File: src/rtl/riscv_ctrl_pkg.sv
// Shared encodings for the multi-cycle RV32I control sequencer.
// ILLEGAL_TRAP_EN adds the TRAP state for unknown opcodes.
package riscv_ctrl_pkg;

  typedef enum logic [3:0] {
    S_FETCH    = 4'd0,
    S_DECODE   = 4'd1,
    S_MEM_ADDR = 4'd2,
    S_MEM_RD   = 4'd3,
    S_MEM_WB   = 4'd4,
    S_MEM_WR   = 4'd5,
    S_EXECUTE  = 4'd6,
    S_R_WB     = 4'd7,
    S_BRANCH   = 4'd8
`ifdef ILLEGAL_TRAP_EN
    , S_TRAP   = 4'd9
`endif
  } state_e;

  localparam logic [6:0] OP_RTYPE  = 7'b0110011;
  localparam logic [6:0] OP_LOAD   = 7'b0000011;
  localparam logic [6:0] OP_STORE  = 7'b0100011;
  localparam logic [6:0] OP_BRANCH = 7'b1100011;

  localparam logic [1:0] SRC_A_PC    = 2'b00;
  localparam logic [1:0] SRC_A_OLDPC = 2'b01;
  localparam logic [1:0] SRC_A_REG   = 2'b10;

  localparam logic [1:0] SRC_B_REG  = 2'b00;
  localparam logic [1:0] SRC_B_FOUR = 2'b01;
  localparam logic [1:0] SRC_B_IMM  = 2'b10;

  localparam logic [1:0] ALU_ADD   = 2'b00;
  localparam logic [1:0] ALU_SUB   = 2'b01;
  localparam logic [1:0] ALU_FUNCT = 2'b10;

  typedef struct packed {
    logic       mem_read;
    logic       mem_write;
    logic       iord;
    logic       ir_write;
    logic       pc_en;
    logic       pc_source;
    logic [1:0] alu_src_a;
    logic [1:0] alu_src_b;
    logic [1:0] alu_op;
    logic       reg_write;
    logic       mem_to_reg;
    logic       instr_done;
  } ctrl_t;

endpackage

File: src/rtl/mc_output_decode.sv
// Combinational control-output map for each sequencer state.
// Under ILLEGAL_TRAP_EN the TRAP state keeps every strobe low.
module mc_output_decode
  import riscv_ctrl_pkg::*;
(
  input  state_e state,
  input  logic   mem_ready,
  input  logic   zero,
  input  logic   decode_nop,
  output ctrl_t  ctrl
);

  always_comb begin
    ctrl = '0;
    case (state)
      S_FETCH: begin
        ctrl.mem_read  = 1'b1;
        ctrl.alu_src_a = SRC_A_PC;
        ctrl.alu_src_b = SRC_B_FOUR;
        ctrl.alu_op    = ALU_ADD;
        ctrl.ir_write  = mem_ready;
        ctrl.pc_en     = mem_ready;
      end
      S_DECODE: begin
        ctrl.alu_src_a  = SRC_A_OLDPC;
        ctrl.alu_src_b  = SRC_B_IMM;
        ctrl.alu_op     = ALU_ADD;
        // Unknown opcode retires here as a NOP; PC already advanced in FETCH.
        ctrl.instr_done = decode_nop;
      end
      S_MEM_ADDR: begin
        ctrl.alu_src_a = SRC_A_REG;
        ctrl.alu_src_b = SRC_B_IMM;
        ctrl.alu_op    = ALU_ADD;
      end
      S_MEM_RD: begin
        ctrl.mem_read = 1'b1;
        ctrl.iord     = 1'b1;
      end
      S_MEM_WB: begin
        ctrl.reg_write  = 1'b1;
        ctrl.mem_to_reg = 1'b1;
        ctrl.instr_done = 1'b1;
      end
      S_MEM_WR: begin
        ctrl.mem_write  = 1'b1;
        ctrl.iord       = 1'b1;
        ctrl.instr_done = mem_ready;
      end
      S_EXECUTE: begin
        ctrl.alu_src_a = SRC_A_REG;
        ctrl.alu_src_b = SRC_B_REG;
        ctrl.alu_op    = ALU_FUNCT;
      end
      S_R_WB: begin
        ctrl.reg_write  = 1'b1;
        ctrl.instr_done = 1'b1;
      end
      S_BRANCH: begin
        ctrl.alu_src_a  = SRC_A_REG;
        ctrl.alu_src_b  = SRC_B_REG;
        ctrl.alu_op     = ALU_SUB;
        ctrl.pc_source  = 1'b1;
        ctrl.pc_en      = zero;
        ctrl.instr_done = 1'b1;
      end
      default: ctrl = '0;
    endcase
  end

endmodule

File: src/rtl/multicycle_control_fsm.sv
// Multi-cycle RV32I control sequencer: state register, next-state and retire counter.
// Define ILLEGAL_TRAP_EN to lock into TRAP on an unknown opcode instead of a NOP.
module multicycle_control_fsm
  import riscv_ctrl_pkg::*;
(
  input  logic        clk,
  input  logic        reset,
  input  logic [6:0]  opcode,
  input  logic        zero,
  input  logic        mem_ready,
  output logic        mem_read,
  output logic        mem_write,
  output logic        iord,
  output logic        ir_write,
  output logic        pc_en,
  output logic        pc_source,
  output logic [1:0]  alu_src_a,
  output logic [1:0]  alu_src_b,
  output logic [1:0]  alu_op,
  output logic        reg_write,
  output logic        mem_to_reg,
  output logic        instr_done,
  output logic [3:0]  state,
  output logic [31:0] instr_count
);

  state_e      state_q, state_d;
  logic [31:0] cnt_q, cnt_d;
  ctrl_t       dec, ctrl;
  logic        known_op, decode_nop;

  assign known_op = (opcode == OP_RTYPE) || (opcode == OP_LOAD) ||
                    (opcode == OP_STORE) || (opcode == OP_BRANCH);

`ifdef ILLEGAL_TRAP_EN
  logic trap_q, trap_d;
  assign decode_nop = 1'b0;
  assign trap_d     = trap_q | (state_q == S_TRAP);
`else
  assign decode_nop = !known_op;
`endif

  mc_output_decode u_dec (
    .state      (state_q),
    .mem_ready  (mem_ready),
    .zero       (zero),
    .decode_nop (decode_nop),
    .ctrl       (dec)
  );

  // Gate with reset so an in-flight request drops asynchronously.
  assign ctrl = reset ? '0 : dec;

  always_comb begin
    state_d = state_q;
    case (state_q)
      S_FETCH:    if (mem_ready) state_d = S_DECODE;
      S_DECODE: begin
        case (opcode)
          OP_RTYPE:          state_d = S_EXECUTE;
          OP_LOAD, OP_STORE: state_d = S_MEM_ADDR;
          OP_BRANCH:         state_d = S_BRANCH;
`ifdef ILLEGAL_TRAP_EN
          default:           state_d = S_TRAP;
`else
          default:           state_d = S_FETCH;
`endif
        endcase
      end
      S_MEM_ADDR: state_d = (opcode == OP_STORE) ? S_MEM_WR : S_MEM_RD;
      S_MEM_RD:   if (mem_ready) state_d = S_MEM_WB;
      S_MEM_WB:   state_d = S_FETCH;
      S_MEM_WR:   if (mem_ready) state_d = S_FETCH;
      S_EXECUTE:  state_d = S_R_WB;
      S_R_WB:     state_d = S_FETCH;
      S_BRANCH:   state_d = S_FETCH;
`ifdef ILLEGAL_TRAP_EN
      S_TRAP:     state_d = S_TRAP;
`endif
      default:    state_d = S_FETCH;
    endcase
`ifdef ILLEGAL_TRAP_EN
    if (trap_q) state_d = S_TRAP;
`endif
  end

  assign cnt_d = cnt_q + 32'(ctrl.instr_done);

  always_ff @(posedge clk or posedge reset) begin
    if (reset) begin
      state_q <= S_FETCH;
      cnt_q   <= '0;
    end else begin
      state_q <= state_d;
      cnt_q   <= cnt_d;
    end
  end

`ifdef ILLEGAL_TRAP_EN
  always_ff @(posedge clk or posedge reset) begin
    if (reset) trap_q <= 1'b0;
    else       trap_q <= trap_d;
  end
`endif

  assign mem_read    = ctrl.mem_read;
  assign mem_write   = ctrl.mem_write;
  assign iord        = ctrl.iord;
  assign ir_write    = ctrl.ir_write;
  assign pc_en       = ctrl.pc_en;
  assign pc_source   = ctrl.pc_source;
  assign alu_src_a   = ctrl.alu_src_a;
  assign alu_src_b   = ctrl.alu_src_b;
  assign alu_op      = ctrl.alu_op;
  assign reg_write   = ctrl.reg_write;
  assign mem_to_reg  = ctrl.mem_to_reg;
  assign instr_done  = ctrl.instr_done;
  assign state       = state_q;
  assign instr_count = cnt_q;

endmodule
File: config.mk
export PLATFORM = sky130hd
export DESIGN_NAME = multicycle_control_fsm
export DESIGN_NICKNAME = d
export VERILOG_FILES = /design/src/rtl/riscv_ctrl_pkg.sv /design/src/rtl/mc_output_decode.sv /design/src/rtl/multicycle_control_fsm.sv
export SDC_FILE = /design/constraint.sdc
export NUM_CORES = 1
export LEC_CHECK = 0
export BUFFER_PORTS_ARGS = -buffer_cell sky130_fd_sc_hd__buf_2
export CAP_MARGIN = 20
export CORE_MARGIN = 10
export CORE_UTILIZATION = 50
export DETAILED_ROUTE_END_ITERATION = 10
export PLACE_DENSITY = 0.88
export SYNTH_ARGS = -nofsm -noshare
export SYNTH_HDL_FRONTEND = slang
export SYNTH_SLANG_ARGS = --single-unit
File: constraint.sdc
create_clock -name clk -period 3.9 [get_ports clk]
set_input_delay 0.78 -clock clk [delete_from_list [all_inputs] [get_ports clk]]
set_output_delay 0.78 -clock clk [all_outputs]
set_load 0.005 [all_outputs]
# Word level (Yosys, flattened, before mapping)
# Cells that the tools add are included.
# Widths: inputs -> output; s select.
word_totals:
  latch_bits: 0
  elab_cells: 46
  in_bits: 11
  reg_bits: 36
  memories: 0
  romBits: 0
  mem_bits_rw: 0
classes:
  n_lt_le_gt_ge: 0
  multipliers: 0
  n_div: 0
  eq_ne: 15
  n_shift: 0
  add_sub_neg: 1
  muxes: 17
  n_reduce_logical: 11
  bitwise_logic: 0
op_table:
  columns: ["operator", "n"]
  rows:
  - ["$add 32x1->32", 1]
  - ["$pmux 6 s5", 1]
  - ["$pmux 4 s6", 1]
  - ["$eq 4x3->1 const B", 4]
  - ["$mux 15", 1]
  - ["$eq 7x6->1 const B", 2]
  - ["$mux 4", 3]
  - ["$pmux 4 s3", 1]
  - ["$eq 4x2->1 const B", 2]
  - ["$reduce_or 2->1", 4]
  - ["$eq 7x2->1 const B", 1]
  - ["$eq 7x7->1 const B", 1]
  - ["$mux 1", 7]
  - ["$ne 2x2->1 const B", 3]
  - ["$eq 4x1->1 const B", 1]
  - ["$eq 4x4->1 const B", 1]
  - ["$logic_not 4->1", 1]
  - ["$logic_or 1x1->1", 3]
  - ["$mux 3", 1]
  - ["$pmux 1 s3", 1]
  - ["$reduce_and 3->1", 1]
  - ["$reduce_or 3->1", 1]
  - ["$pmux 1 s2", 1]
  - ["$logic_not 1->1", 1]

# Logic depth before layout (Yosys ltp)
# Gate-level depths: netlist of run 1.
depth:
  depth_word: 8
  depth_mapped: 11

# Cells and area by module
# Synthesis of run 1 repeated with hierarchy kept, for this count alone.
hier_totals:
  hier_cells: 207
  area_unflattened_um2: 2122.0
modules_own_cells:
  columns: ["module", "n_inst", "cells_each", "area_per_inst_um2", "seq_area_each_um2"]
  rows:
  - ["multicycle_control_fsm", 1, 177, 1884.3, 900.9]
  - ["mc_output_decode", 1, 30, 237.7, 0.0]

# Worst setup path before layout of run 1
# Ideal clock, no wire load.
synth_timing:
  path_kind: "input to register"
  from: "in reset"
  to: "reg cnt_q[24] (netlist: instr_count[24])"
  required_ns: 3.821
  path_slack_ns: 0.721
  path_stages: 9
  arrival_ns: 3.100
  n_path_buf: 0
  path_cell_list: "or3_1 nor3b_1 or3_1 ha_1 ha_1 and4_1 or3b_2 nor3_2 xor2_1"
synth_between:
  elab_chain_cells: 2
synth_lines:
  columns: ["item", "line", "source"]
  rows:
  - ["from (decl)", "multicycle_control_fsm.sv:7", "input logic reset,"]
  - ["$mux 15", "multicycle_control_fsm.sv:52", "assign ctrl = reset ? '0 : dec;"]
  - ["net instr_done", "multicycle_control_fsm.sv:22", "output logic instr_done,"]
  - ["$add 32x1->32", "multicycle_control_fsm.sv:87", "assign cnt_d = cnt_q + 32'(ctrl.instr_done);"]
  - ["net cnt_d[24]", "multicycle_control_fsm.sv:28", "logic [31:0] cnt_q, cnt_d;"]
  - ["to (signal assigned)", "multicycle_control_fsm.sv:95", "cnt_q <= cnt_d;"]
  - ["to (decl)", "multicycle_control_fsm.sv:28", null]
# The timed path passes the listed nets, and every way through them passes these cells.
# A chain may end at the register's enable or synchronous reset.

# Worst setup path in the final report of run 1
layout_timing:
  from: "reg state_q[1] (netlist: state[1])"
  to: "reg cnt_q[20] (netlist: instr_count[20])"
layout_between:
  elab_chain_cells: 5
  elab_cells_between_ends: 9
  classes_between: "1 x add/sub; 5 x eq/ne; 2 x mux; 1 x reduce/logical"
layout_lines:
  columns: ["item", "line", "source"]
  rows:
  - ["from (decl)", "multicycle_control_fsm.sv:27", "state_e state_q, state_d;"]
  - ["from (signal assigned)", "multicycle_control_fsm.sv:94", "state_q <= state_d;"]
  - ["$eq 4x3->1 or $eq 4x4->1 (tied branches)", "mc_output_decode.sv:15", "case (state)"]
  - ["$reduce_or 3->1 (no source line)", null, null]
  - ["$pmux 1 s3 *", "mc_output_decode.sv:15", null]
  - ["$mux 15 *", "multicycle_control_fsm.sv:52", null]
  - ["$add 32x1->32 *", "multicycle_control_fsm.sv:87", null]
  - ["net cnt_d[20]", "multicycle_control_fsm.sv:28", null]
# The timed path passes the listed nets; every way through them passes the cells marked *.

==> flow_summary.toml, run 1 <==
[clocking]
clock_transition_time_at_the_flip_flop_clock_pins_of_the_worst_setup_and_hold_paths_ps = 70
cts.htree.levels = 2
postCtsHoldBufs = 0
cts_root_buffer = "sky130_fd_sc_hd__clkbuf_8"
cts_made_buffers = 5
clk_latency_ps = 280
number_of_buffers_between_clock_root_and_the_deepest_sink = 2
post-cts-setup-buffers = 0
clock-sinks = 36
count_of_cells_resized_by_post_cts_repair = 0
tritoncts = "done"

[power]
power.density_cell_area_nw_per_um2 = 436
static-leakage-power_nw = 1.17
vdd_ir_drop_max_v = 0.000271

[place]
dp_cells = 290
globalplace.congestion = 0.780
detailed_place_hpwl_um = 3370
place_worst_setup_slack_ps = 359
place.port_buffers = 61
placed_cell_area_um2 = 2270

[drt]
vias_per_cell = 5.37
detail_route.first_pass.iterations = 4
avgRoutedWirePerCell_um = 15.2
drc_markers = 0
detailedRoute.firstIterationViolations = 79
routed_wirelength_um = 4510
ant_nets = 0
num_vias = 1595

[setup_path]
arrival_time_reported_for_the_critical_path_endpoint_ps = 3530
start_kind = "register"
setup.worst_path.class = "register to register"
cp_data_required_time_ps = 4070
critical_path_peak_fanout = 13
critical_path.endpoint_type = "register"

[status]
run_status = "completed"

[global_routing]
first_global_vias = 1646
global_route.usage.total = 0.139
maximum_number_of_pins_on_one_net_before_global_route_repair = 37
initial_antenna_violation_count = 0
overflow = 0
grt_first_pass_wirelength_um = 7380

[timing]
final_critical_path_share_of_the_clock_period = 0.861
finalClockSkew_ps = 4.14
final-max-slew-violation-count = 0
setup-tns-final_ps = 0
grt_setup_unrepaired = "false"
layout_min_cycle_time_ps = 3360
setup_violating_endpoint_count_in_the_final_report = 0
max_freq_mhz = 298
worst_slew_margin = 0.538
post_layout_worst_setup_margin_ps = 541
worst-slew-pin-transition_ps = 691
finalHoldViolations = 0

[final_layout]
antenna_diodes = 0
final_cell_count_no_fill = 297
drive_gt1_frac = 0.337
fill_cells = 319
fin_area_um2 = 2370
utilization = 0.642
area_growth_pct = 22.7
design.final.nets = 262

[floorplanning]
fp-row-count = 22
io-pin-count = 62
initial_utilization = 0.523
design.core.area_um2 = 3690
die_w_um = 82.1
die_area_um2 = 6750
fp.dieH_um = 82.1

[synth]
synth_top_cells_by_area = "sky130_fd_sc_hd__dfrtp_1 (47%), sky130_fd_sc_hd__xnor2_1 (10%), sky130_fd_sc_hd__xor2_1 (4.1%)"
synthArstFlopShare = 1.00
synth_largest_area_cell = "sky130_fd_sc_hd__dfrtp_1"
post_syn_nets = 199
ys_types = 39
post_synth_inst_count = 186
postSynthAreaPerCell_um2 = 10.4
postSynthRegisterBits = 36
syn-cell-area_um2 = 1930
synth_flop_cell = "sky130_fd_sc_hd__dfrtp_1"
synth_enable_flop_cells = 0
most_frequent_cells_after_synthesis = "sky130_fd_sc_hd__dfrtp_1 (36), sky130_fd_sc_hd__xnor2_1 (22), sky130_fd_sc_hd__nand2_1 (17)"
yosysMostFrequentCell = "sky130_fd_sc_hd__dfrtp_1"
synth.yosys.seq_area_share = 0.467
synth-warning-count = 0
synth_top_cell_area_share = 0.467

[flow_run]
cap_viol_max_count = 0

[hold_path]
hold_class = "register to register"
==> layout by cell type (no fill, tap or decap), types with 3 or more instances in the layout <==
master and instances:
sky130_fd_sc_hd__or3_1 5, sky130_fd_sc_hd__buf_2 61, sky130_fd_sc_hd__xnor2_1 22, sky130_fd_sc_hd__a211oi_1 3
sky130_fd_sc_hd__a21oi_1 4, sky130_fd_sc_hd__nand2_1 17, sky130_fd_sc_hd__inv_1 7, sky130_fd_sc_hd__nor2_1 12
sky130_fd_sc_hd__nor3_2 5, sky130_fd_sc_hd__xor2_1 9, sky130_fd_sc_hd__dfrtp_1 36, sky130_fd_sc_hd__nand3_1 12
sky130_fd_sc_hd__nor3_1 4, sky130_fd_sc_hd__nand4_1 6, sky130_fd_sc_hd__nand2b_1 3, sky130_fd_sc_hd__nor4_1 4
sky130_fd_sc_hd__clkbuf_8 7, sky130_fd_sc_hd__mux2i_1 3
==> final timing paths <==
kind / slack (ps) / end / depth (start not counted) / startpoint
min in group asynchronous: 630 / state[0] / 3 / reset
hold / removal: 480 / instr_count[31] / 1 / instr_count[31]
setup reg to reg: 540 / instr_count[20] / 10 / state[1]
max in group asynchronous: 2950 / instr_count[30] / 3 / reset
hold reg to reg: 480 / instr_count[31] / 1 / instr_count[31]
setup / recovery: 540 / instr_count[20] / 10 / state[1]
==> metal layers <==
| layer | part of all wire | up-vias | routed length [um] | GRT usage |
|---|---|---|---|---|
| met5 | 0 | - | 0 | 0 |
| met4 | 0.016 | 0 | 71 | 0.0629 |
| met3 | 0.093 | 5 | 418 | 0.0518 |
| met2 | 0.46 | 59 | 2080 | 0.226 |
| met1 | 0.43 | 751 | 1930 | 0.159 |
| li1 | - | 780 | - | - |
==> critical path, cell delays in order, from the launching register on <==
cell                        delay, ps
sky130_fd_sc_hd__dfrtp_1          520
sky130_fd_sc_hd__nand2b_1         310
sky130_fd_sc_hd__a2111oi_0        490
sky130_fd_sc_hd__o31a_1           200
sky130_fd_sc_hd__or3_1            110
sky130_fd_sc_hd__ha_1             180
sky130_fd_sc_hd__ha_1             210
sky130_fd_sc_hd__and4_1           260
sky130_fd_sc_hd__nor4b_2          590
sky130_fd_sc_hd__nand4_1          190
sky130_fd_sc_hd__xnor2_1          160
==> sequential cells by signal, summed over array words and instances (netlist names) <==
| signal | flops |
|---|---|
| state | 4 |
| instr_count | 32 |
==> stage by stage <==
stage               hold slack [ps]  power (mW)
floorplan                       468       0.646
global placement                454       0.757
detailed placement              478       0.763
CTS                             487        1.05
global route                    509        1.10
finish                          482        1.03
==> cell type report <==
cell class | instances | area (um2) | area share
multi-input combinational | 137 | 973 | 0.411
sequential | 36 | 901 | 0.380
timing repair buffer | 62 | 313 | 0.132
clock buffer | 7 | 96.3 | 0.0407
tap | 48 | 60.1 | 0.0253
inverter | 7 | 26.3 | 0.0111
==> cell families after synthesis <==
kind of cell             synth area share
buffers and inverters              0.0292
multiplexers                       0.0156
adder cells (fa/ha/maj)            0.0181
XOR/XNOR                            0.141
AND/OR/NAND/NOR                     0.277
flip-flops                          0.467
AO/OA/AOI/OAI                      0.0525
==> report_power, final <==
part | total [mW] | switching, mW | leakage (nW) | internal (mW)
combinational | 0.259 | 0.130 | 0.649 | 0.129
clock | 0.282 | 0.125 | 0.0503 | 0.157
sequential | 0.493 | 0.0794 | 0.474 | 0.414
No activity file was read; power rests on OpenSTA's default activity.
==> inputs of run 2 (changes only) <==
Settings changed: CELL_PAD_IN_SITES_DETAIL_PLACEMENT set to 1, CELL_PAD_IN_SITES_GLOBAL_PLACEMENT set to 2, CORE_UTILIZATION 50 to 30, PLACE_DENSITY 0.88 to 0.87.
==> run 2 against run 1 <==
  * Combinational power hardly changed
  * Utilization is 26 points lower
  * Maximum frequency is 1.7% higher
  * Register-to-register slack better by 60 ps
  * Via count is 3.2% higher
  * Global-route usage is 3.3 points lower
  * Non-clock buffer count stayed put
  * Worst setup slack better by 56 ps
  * Total power hardly changed
  * Critical path type unchanged
  * Largest cell class unchanged
==> flow_summary.toml, run 2 (synthesis gave the netlist of run 1 again) <==
[clocking]
cts_made_buffers = 5
count_of_cells_resized_by_post_cts_repair = 0
clk_latency_ps = 290
clock_transition_time_at_the_flip_flop_clock_pins_of_the_worst_setup_and_hold_paths_ps = 80
cts_root_buffer = "sky130_fd_sc_hd__clkbuf_8"
tritoncts = "done"
post-cts-setup-buffers = 0
number_of_buffers_between_clock_root_and_the_deepest_sink = 2
postCtsHoldBufs = 0
cts.htree.levels = 2
clock-sinks = 36

[drt]
detail_route.first_pass.iterations = 4
detailedRoute.firstIterationViolations = 69
ant_nets = 0
drc_markers = 0
routed_wirelength_um = 5230
vias_per_cell = 5.03
num_vias = 1646
avgRoutedWirePerCell_um = 16.0

[setup_path]
slowest_delay_ps = 550
ff_to_ff_path_depth = 10
critical-path-top-delay-family = "simple AND/OR/NAND/NOR gates"
start_kind = "register"
arrival_time_reported_for_the_critical_path_endpoint_ps = 3520
worst-path-stages = 10
cp_data_required_time_ps = 4110
crit_path_frequent_cell = "sky130_fd_sc_hd__ha_1"
critical_path.endpoint_type = "register"
path_cells = "nand2b_1, a2111oi_0, o31a_1, or3_1, ha_1, ha_1, and4_1, or3b_2, nor3_2, xor2_1"
cp_num_buf_inv = 0
critical_path_peak_fanout = 13
setup.worst_path.class = "register to register"
cpMaxStageDelayCell = "sky130_fd_sc_hd__or3b_2"

[floorplanning]
die_w_um = 100
fp.dieH_um = 100
die_area_um2 = 10000
fp-row-count = 29
io-pin-count = 62
design.core.area_um2 = 6310
initial_utilization = 0.306

[flow_run]
cap_viol_max_count = 0

[final_layout]
multi_input_area_um2 = 982
most_frequent_cells_in_the_layout = "sky130_fd_sc_hd__buf_2 (61), sky130_fd_sc_hd__dfrtp_1 (36), sky130_fd_sc_hd__xnor2_1 (22), sky130_fd_sc_hd__nand2_1 (17)"
leading_cell_type_in_the_layout_fill_and_taps_excluded = "sky130_fd_sc_hd__buf_2"
largest_register_ff_count = 32
fill_cells = 760
area_growth_pct = 24.9
fin_area_um2 = 2410
final-seq-area_um2 = 901
antenna_diodes = 0
design.final.nets = 262
drive_gt1_frac = 0.340

[place]
globalplace.congestion = 0.756
placed_cell_area_um2 = 2310
place.port_buffers = 61
detailed_place_hpwl_um = 4040

[timing]
worst-slew-pin-transition_ps = 643
finalClockSkew_ps = 9.74
final-max-slew-violation-count = 0
grt_setup_unrepaired = "false"
setup_violating_endpoint_count_in_the_final_report = 0
worst_slew_margin = 0.568
max_freq_mhz = 303
setup-tns-final_ps = 0
finalHoldViolations = 0
final_critical_path_share_of_the_clock_period = 0.847
layout_min_cycle_time_ps = 3300

[global_routing]
grt.met1_usage = 0.129
grtUsageMet2 = 0.157
maximum_number_of_pins_on_one_net_before_global_route_repair = 26
overflow = 0
grt_first_pass_wirelength_um = 8920
gr-usage-met3 = 0.0611
initial_antenna_violation_count = 0
global_route.usage.total = 0.105
global_route.peak_usage_layer = "met2"
first_global_vias = 1776

[hold_path]
hold_path_depth = 1
hold_class = "register to register"

[status]
run_status = "completed"

[power]
power.density_cell_area_nw_per_um2 = 429
p_total_mw = 1.03
vdd_ir_drop_max_v = 0.000194
static-leakage-power_nw = 1.17
==> run 2: report_power, final <==
part | internal (mW) | switching, mW
Combinational | 0.128 | 0.133
Sequential | 0.414 | 0.0830
Clock | 0.141 | 0.135
Total | 0.683 | 0.352
==> run 2: area by class of cell <==
class,count,share of cell area
repair buffers,62,0.130
clock inverters,2,0.00415
flip-flops and latches,36,0.374
inverters,7,0.0109
multi-input cells,137,0.407
well taps,77,0.0400
clock buffers,6,0.0343
==> run 2: worst paths after layout <==
path	from	to	slack, ps
max in group asynchronous	reset	instr_count[15]	2670
hold / removal	instr_count[29]	instr_count[29]	500
hold reg to reg	instr_count[29]	instr_count[29]	500
min in group asynchronous	reset	state[0]	530
setup reg to reg	state[1]	instr_count[28]	600
setup / recovery	state[1]	instr_count[28]	600
==> run 2: per-layer routing <==
layer | wire [um] | share of wire
met5 | 0 | 0
met4 | 29 | 0.0055
met3 | 610 | 0.12
met2 | 2310 | 0.44
met1 | 2280 | 0.44
==> run 2: stage by stage <==
| step | utilization | setup WS (ps) | hold slack (ps) | instances |
|---|---|---|---|---|
| final | 0.382 | 598 | 501 | 327 |
| after global routing | 0.382 | 128 | 517 | 327 |
| after CTS | 0.380 | 448 | 507 | 327 |
| after detailed placement | 0.366 | 243 | 496 | 319 |
| after global placement | 0.366 | 324 | 470 | 319 |
| after floorplan | - | 721 | 468 | 186 |
==> inputs of run 3 (changes only) <==
Settings changed: ABC_AREA set to 1, CORE_UTILIZATION 30 to 29, PLACE_DENSITY 0.87 to 0.89.
Clock period 3.9 ns to 3.1 ns, I/O delays scaled along.
==> run 3 against run 2 <==
  * First-iteration DRC count unchanged
  * Count of clock-buffer cells in the layout unchanged
  * Utilization is 1.5 points lower
  * Non-clock buffer count did not move
  * Critical path type unchanged
==> flow_summary.toml, run 3 <==
[timing]
finalClockSkew_ps = 4.96
worst-slew-pin-transition_ps = 443
setup_violating_endpoint_count_in_the_final_report = 0
max_freq_mhz = 403
final_critical_path_share_of_the_clock_period = 0.800
layout_min_cycle_time_ps = 2480
worst_slew_margin = 0.705
grt_setup_unrepaired = "false"
setup-tns-final_ps = 0
finalHoldViolations = 0
final-max-slew-violation-count = 0

[clocking]
number_of_buffers_between_clock_root_and_the_deepest_sink = 2
clk_latency_ps = 290
tritoncts = "done"
count_of_cells_resized_by_post_cts_repair = 0
clock_transition_time_at_the_flip_flop_clock_pins_of_the_worst_setup_and_hold_paths_ps = 70
clock-sinks = 36
cts.htree.levels = 2
cts_root_buffer = "sky130_fd_sc_hd__clkbuf_8"
post-cts-setup-buffers = 0
postCtsHoldBufs = 0
cts_made_buffers = 5

[synth]
synth_largest_area_cell = "sky130_fd_sc_hd__dfrtp_1"
post_syn_nets = 324
postSynthAreaPerCell_um2 = 7.32
synth-warning-count = 0
synth_flop_cell = "sky130_fd_sc_hd__dfrtp_1"
ys_types = 25
yosysMostFrequentCell = "sky130_fd_sc_hd__nand2_1"
most_frequent_cells_after_synthesis = "sky130_fd_sc_hd__nand2_1 (108), sky130_fd_sc_hd__nor2_1 (55), sky130_fd_sc_hd__dfrtp_1 (36)"
synthArstFlopShare = 1.00
postSynthRegisterBits = 36
synth_top_cell_area_share = 0.396
syn-cell-area_um2 = 2280
synth_enable_flop_cells = 0
post_synth_inst_count = 311
synth.yosys.seq_area_share = 0.396
synth_top_cells_by_area = "sky130_fd_sc_hd__dfrtp_1 (40%), sky130_fd_sc_hd__nand2_1 (18%), sky130_fd_sc_hd__nor2_1 (9.1%)"

[drt]
drc_markers = 0
avgRoutedWirePerCell_um = 13.9
num_vias = 2170
ant_nets = 0
detail_route.first_pass.iterations = 4
routed_wirelength_um = 6680
vias_per_cell = 4.50
detailedRoute.firstIterationViolations = 69

[global_routing]
global_route.usage.total = 0.118
grt_first_pass_wirelength_um = 11200
first_global_vias = 2300
initial_antenna_violation_count = 0
maximum_number_of_pins_on_one_net_before_global_route_repair = 35
overflow = 0

[final_layout]
most_frequent_cells_in_the_layout = "sky130_fd_sc_hd__nand2_1 (108), sky130_fd_sc_hd__buf_2 (61), sky130_fd_sc_hd__nor2_1 (55), sky130_fd_sc_hd__dfrtp_1 (36), sky130_fd_sc_hd__inv_1 (19)"
largest_register_ff_count = 32
fin_area_um2 = 2820
design.final.nets = 392
antenna_diodes = 0
area_growth_pct = 23.9
drive_gt1_frac = 0.271
utilization = 0.367
leading_cell_type_in_the_layout_fill_and_taps_excluded = "sky130_fd_sc_hd__nand2_1"

[setup_path]
r2r-end = "instr_count[28]"
timing.rr.start = "state[3]"
cp_data_required_time_ps = 3290
critical_path.endpoint_type = "register"
arrival_time_reported_for_the_critical_path_endpoint_ps = 2660
crit_path_frequent_cell = "sky130_fd_sc_hd__nand2_1"
path_cells = "nor2_1, nand2_1, nor2_1, nor2_1, a21oi_1, ha_1, ha_1, inv_2, nor2_4, inv_2, nor2_4, nand2_1, nand2_1, nand2_1"
cpMaxStageDelayCell = "sky130_fd_sc_hd__dfrtp_1"
start_kind = "register"
slowest_delay_ps = 430
regToRegSetupSlack_ps = 620
ff_to_ff_path_depth = 14
critical_path_peak_fanout = 6
setup.worst_path.class = "register to register"

[floorplanning]
die_area_um2 = 11800
io-pin-count = 62
die_w_um = 109
fp.dieH_um = 109
initial_utilization = 0.296
design.core.area_um2 = 7690
fp-row-count = 32

[flow_run]
cap_viol_max_count = 0

[place]
detailed_place_hpwl_um = 5670
placed_cell_area_um2 = 2710
globalplace.congestion = 0.806
place.port_buffers = 61

[power]
p_total_mw = 1.34
vdd_ir_drop_max_v = 0.000183
power.density_cell_area_nw_per_um2 = 475
static-leakage-power_nw = 1.50

[hold_path]
hold_class = "input port to async pin"

[status]
run_status = "completed"
run 3: changes by cell type after synthesis, moves of 5 or more:
cell / previous run / this run
sky130_fd_sc_hd__or3_1: 5 / 0
sky130_fd_sc_hd__nand2_1: 17 / 108
sky130_fd_sc_hd__inv_2: 0 / 5
sky130_fd_sc_hd__nor3_2: 5 / 0
sky130_fd_sc_hd__xnor2_1: 22 / 5
sky130_fd_sc_hd__inv_1: 7 / 19
sky130_fd_sc_hd__nand3b_1: 0 / 13
sky130_fd_sc_hd__nor2_1: 12 / 55
sky130_fd_sc_hd__nand4_1: 6 / 1
sky130_fd_sc_hd__nor2_4: 0 / 7
sky130_fd_sc_hd__nor2_2: 0 / 8
sky130_fd_sc_hd__nand2_2: 0 / 8
run 3: worst max path at each step:
stage	from	endpoint	cells past startpoint
2_1_floorplan	reset	pc_en	5
3_3_place_gp	opcode[2]	instr_count[28]	16
3_5_place_dp	opcode[2]	instr_count[28]	16
4_1_cts	state[2]	instr_count[28]	15
5_1_grt	state[3]	instr_count[28]	14
6_report	state[3]	instr_count[28]	14
run 3: critical path, delay by kind of cell (launching register included):
| kind | cells | cell delay, ps |
|---|---|---|
| AND/OR/NAND/NOR | 9 | 1120 |
| adder cells (fa/ha/maj) | 2 | 500 |
| AO/OA/AOI/OAI | 1 | 160 |
| buffers and inverters | 2 | 140 |
| flip-flops | 1 | 430 |
run 3: kinds of logic (layout without fill, tap and decap cells):
family                   after synthesis  count (layout)  synth area share
flip-flops                            36              36             0.396
adder cells (fa/ha/maj)                2               2            0.0110
AND/OR/NAND/NOR                      224             224             0.470
buffers and inverters                 26              95            0.0429
XOR/XNOR                              16              16            0.0648
AO/OA/AOI/OAI                          7               7            0.0154
run 3: through the flow:
step	std cells	setup WS, ps	hold slack, ps
detailed placement	474	572	481
global route	482	358	320
CTS	482	554	308
global placement	474	662	471
finish	482	621	317
floorplan	311	557	476
run 3: per-layer routing:
layer  up-vias  GRT usage  part of all wire
li1       1098          -                 -
met1      1028      0.133              0.43
met2        33      0.213              0.52
met3        11     0.0248             0.038
met4         0     0.0424             0.017
met5         -          0                 0
run 3: power breakdown:
| group | internal [mW] | total (mW) | switching [mW] |
|---|---|---|---|
| logic | 0.133 | 0.340 | 0.206 |
| registers | 0.518 | 0.586 | 0.0678 |
| clock network | 0.239 | 0.414 | 0.176 |
| total | 0.890 | 1.34 | 0.450 |
run 3: cell type report:
class	count	area, um2
Timing Repair Buffer	62	313
Tap cell	102	128
Clock buffer	6	72.6
Inverter	25	93.8
Sequential cell	36	901
Multi-Input combinational cell	249	1280
Clock inverter	2	35.0
Fill cell	999	4870
